$ cat src/rtl/countdown_timer.sv
// countdown_timer: loadable down-counter with run/pause control.
// Q counts down by one on each CE tick while running. It stops at zero
// and then holds DONE until the next LOAD or CLR. Every output comes
// from a flop, so there is no combinational path from input to output.
// STATE carries the FSM encoding so that checkers can bind to it.
module countdown_timer #(
  parameter int BITS_NUM = 14,
  parameter int MAX_VAL  = 9999
) (
  input  logic                CLK,
  input  logic                CLR,
  input  logic                CE,
  input  logic                LOAD,
  input  logic [BITS_NUM-1:0] LOAD_VAL,
  input  logic                START,
  input  logic                STOP,
  output logic [BITS_NUM-1:0] Q,
  output logic                RUN,
  output logic                DONE,
  output logic                DONE_P,
  output logic [1:0]          STATE
);

  typedef enum logic [1:0] {
    S_IDLE  = 2'd0,
    S_RUN   = 2'd1,
    S_PAUSE = 2'd2,
    S_DONE  = 2'd3
  } state_t;

  localparam logic [BITS_NUM-1:0] MAX_Q = BITS_NUM'(MAX_VAL);
  localparam logic [BITS_NUM-1:0] ONE_Q = BITS_NUM'(1);

  state_t              state;
  logic [BITS_NUM-1:0] load_sat;

  // Clamp the preset value to the largest count that may be loaded.
  always_comb begin
    load_sat = LOAD_VAL;
    if (LOAD_VAL > MAX_Q) load_sat = MAX_Q;
  end

  // Drive the FSM, the counter and the registered status flags together.
  // RUN and DONE are assigned on every state change, so they always match the state.
  always_ff @(posedge CLK or posedge CLR) begin
    if (CLR) begin
      state  <= S_IDLE;
      Q      <= '0;
      RUN    <= 1'b0;
      DONE   <= 1'b0;
      DONE_P <= 1'b0;
    end else begin
      DONE_P <= 1'b0;
      if (LOAD) begin
        // LOAD overrides CE, START and STOP in every state.
        state <= S_IDLE;
        Q     <= load_sat;
        RUN   <= 1'b0;
        DONE  <= 1'b0;
      end else begin
        case (state)
          S_IDLE, S_PAUSE: begin
            // START with STOP also high, or with Q at zero, is ignored.
            if (START && !STOP && (Q != '0)) begin
              state <= S_RUN;
              RUN   <= 1'b1;
            end
          end
          S_RUN: begin
            if (STOP) begin
              // STOP wins over a CE in the same cycle, so Q is not decremented.
              state <= S_PAUSE;
              RUN   <= 1'b0;
            end else if (CE) begin
              if (Q > ONE_Q) begin
                Q <= Q - ONE_Q;
              end else begin
                // The last tick lands on zero. Q never goes below zero.
                Q      <= '0;
                state  <= S_DONE;
                RUN    <= 1'b0;
                DONE   <= 1'b1;
                DONE_P <= 1'b1;
              end
            end
          end
          S_DONE: begin
            // DONE is held. Only LOAD or CLR leaves this state.
            state <= S_DONE;
          end
          default: begin
            state <= S_IDLE;
            RUN   <= 1'b0;
            DONE  <= 1'b0;
          end
        endcase
      end
    end
  end

  assign STATE = state;

endmodule

$ cat config.mk
export PLATFORM = sky130hd
export DESIGN_NAME = countdown_timer
export DESIGN_NICKNAME = d
export VERILOG_FILES = /design/src/rtl/countdown_timer.sv
export SDC_FILE = /design/constraint.sdc
export NUM_CORES = 1
export LEC_CHECK = 0
export BUFFER_PORTS_ARGS = -buffer_cell sky130_fd_sc_hd__clkbuf_2
export CAP_MARGIN = 5
export CORE_UTILIZATION = 54
export DETAILED_ROUTE_END_ITERATION = 10
export GPL_TIMING_DRIVEN = 0
export PLACE_DENSITY = 0.79
export SYNTH_ARGS = -nofsm -noshare
export SYNTH_HDL_FRONTEND = slang
export SYNTH_SLANG_ARGS = --single-unit
$ cat constraint.sdc
create_clock -name CLK -period 5.55 [get_ports CLK]
set_input_delay 1.665 -clock CLK [delete_from_list [all_inputs] [get_ports CLK]]
set_output_delay 1.665 -clock CLK [all_outputs]
set_load 0.02 [all_outputs]
==> metrics.cfg <==
[cells_and_area]
nets = 210
drive_above_1_share_pct = 30.48
area_growth_pct = 19.63
diodes = 0

[worst_setup_path]
worstPathCellList = clkbuf_2 > nor4bb_1 > clkbuf_1 > nor2_1 > a32o_1 > a311o_1
worst_path_dominant_cell_family = compound AO/OA/AOI/OAI gates
crit_fanout = 9
crit_slowest_cell = clkbuf_1
cp-start-kind = input port
cpPeakStageDelay_ps = 350
crit_cells = 6
end_kind = flip-flop
r2r_cells = 7
worst-path-buf-inv = 2
crit_start = CE
r2r-start = Q[0]
cp.arrival_ps = 3130
worstSetupPathType = in2reg
worstPathRequired_ps = 5750

[clocking]
cts_resized = 0
htree_num_levels = 1
cts_hold_buf = 0
post_cts_buffers = 0
cts_root_buf = clkbuf_4
clkSlewWorstSetupHoldPaths_ps = 110
cts_buffers = 3
clock_path_buffers = 2
clk_latency_ps = 310
cts_sinks = 19
cts_tree = yes

[pwr]
peakVddDrop_v = 0.0001757
power.total_mw = 0.3507
p_per_area_nw_per_um2 = 228.8
p_leak_nw = 0.6735

[synth]
syn_nets = 167
synth-seq-cells = 19
mappedNetlistArea_um2 = 1281
synthFlopType = dfrtp_1
synth_edf_count = 0
seq_area_frac_synth_pct = 37.11
syn_area_per_cell_um2 = 8.836
synth_cells = 145
synth.distinct_cells = 51
synthArstFlopShare_pct = 100.0
yosys_warnings = 0

[flow_run]
maxCapViolCount = 0

[global_route]
grt_pass1_vias = 1271
track_usage_pct = 31.20
globalRoute.totalOverflow = 0
grt_max_degree = 20
antenna_found_initial = 0
grt_pass1_wl_um = 5878

[sta]
tightest_slew_ps = 751.1
rsz0062_at_grt = no
slew_violations = 0
timing.fmax_mhz = 340.4
final_hold_viol_count = 0
relSlewSlack_pct = 49.87
fin_skew_ps = 4.190
setup_viol_count_final = 0
min_period_ps = 2938
fin_crit_sh_pct = 52.93
fin_setup_tns_ps = 0

[floorplan]
dieArea_um2 = 2572
rows = 17
io_pins = 39
dieWidth_um = 50.71
die_h_um = 50.71
fp.coreArea_um2 = 2233
start_util_pct = 57.37

[drt]
wl_per_cell_um = 16.09
ant_nets = 0
totalWireLength_um = 3460
drc = 0
drt_pass1_iterations = 4
drt_iter0_drc = 50
vias = 1346
vias_per_cell = 6.260

[place]
gp_congestion = 0.9092
io_buffers = 38
hpwl_um = 2587

[worst_hold_path]
hold_class = reg2reg
hold_path_depth = 2
hp-start = DONE

[status]
status = complete, no violations

area by class of cell:
cell class	instances	area (um2)
buffer	7	35.03
multi-input combinational	111	740.7
clock buffer	4	26.28
sequential	19	475.5
fill	206	700.7
tap	28	35.03
timing repair buffer	38	190.2
inverter	8	30.03
where the power goes:
part           switching [mW]  total, mW  internal, mW
registers              0.0217      0.174         0.152
clock network          0.0449     0.0730        0.0281
logic                  0.0627      0.104        0.0414
state kept, by name (all words and copies together) (netlist names):
| register | flops |
|---|---|
| STATE | 2 |
| Q | 14 |
| RUN | 1 |
| DONE | 1 |
| DONE_P | 1 |
path summary, 6_finish.rpt:
| path | to | slack (ps) |
|---|---|---|
| setup / recovery | Q[4] | 2610 |
| max in group asynchronous | Q[4] | 3630 |
| setup reg to reg | Q[12] | 3340 |
| hold / removal | DONE | 510 |
| hold reg to reg | DONE | 510 |
| min in group asynchronous | Q[10] | 1450 |
metal layers:
| layer | up-vias | GRT usage, % | part of all wire [%] |
|---|---|---|---|
| met2 | 60 | 52.00 | 49 |
| met1 | 638 | 40.34 | 42 |
| met4 | 0 | 13.43 | 1.8 |
| met3 | 8 | 3.939 | 6.6 |
| li1 | 640 | - | - |
| met5 | - | 0 | 0 |
layout by cell type, fill, tap and decap left out, types with 2 or more instances in the layout:
cell type | netlist | routed
clkbuf_2 | 0 | 38
dfrtp_1 | 19 | 19
nand2_1 | 12 | 12
nor2_1 | 11 | 11
a21oi_1 | 11 | 11
inv_1 | 8 | 8
clkbuf_1 | 5 | 6
o21ai_0 | 6 | 6
nand3_1 | 5 | 5
nor3_1 | 5 | 5
a22oi_1 | 4 | 4
nor4_1 | 3 | 3
a31oi_1 | 3 | 3
mux2i_1 | 3 | 3
a211oi_1 | 3 | 3
clkbuf_4 | 0 | 3
nor4_2 | 2 | 2
nand4_1 | 2 | 2
o21ai_1 | 2 | 2
and3_1 | 2 | 2
o211ai_1 | 2 | 2
a311o_1 | 2 | 2
or3_1 | 2 | 2
nand2b_1 | 2 | 2
or3_4 | 2 | 2
ha_1 | 2 | 2
cells by family after synthesis:
| logic type | after synthesis | share of synthesized area (%) |
|---|---|---|
| and+or+nand+nor | 56 | 25.19 |
| AOI/OAI and AO/OA | 49 | 27.64 |
| DFF | 19 | 37.11 |
| buffers and inverters | 15 | 5.078 |
| muxes | 3 | 2.344 |
| adders and majority gates | 2 | 1.953 |
| xor gates and xnor gates | 1 | 0.6837 |
cell usage after synthesis (3+ instances only):
cell type | count | area [um2]
nor4_1 | 3 | 18.77
clkbuf_1 | 5 | 18.77
mux2i_1 | 3 | 30.03
a22oi_1 | 4 | 30.03
inv_1 | 8 | 30.03
nand2_1 | 12 | 45.04
nand3_1 | 5 | 25.02
nor2_1 | 11 | 41.29
a21oi_1 | 11 | 55.05
o21ai_0 | 6 | 30.03
nor3_1 | 5 | 25.02
a31oi_1 | 3 | 18.77
a211oi_1 | 3 | 22.52
dfrtp_1 | 19 | 475.5
worst register-to-register path: stages, from the launching register on:
cell,delay (ps)
dfrtp_1,460
inv_1,100
ha_1,240
or3b_2,510
or3_4,380
o31ai_2,180
o21a_1,180
o21ai_1,70
stage by stage:
| step | util (%) | setup WS, ps | cell area, um2 | std cells | hold slack [ps] |
|---|---|---|---|---|---|
| global placement | 67.45 | 2299 | 1506 | 211 | 486.2 |
| CTS | 68.63 | 2641 | 1533 | 215 | 518.8 |
| finish | 68.63 | 2612 | 1533 | 215 | 514.5 |
| floorplan | - | 2669 | 1281 | 145 | 601.5 |
| global route | 68.63 | 2508 | 1533 | 215 | 563.3 |
| detailed placement | 67.45 | 2316 | 1506 | 211 | 494.2 |
(Power assumes the default switching activity.)
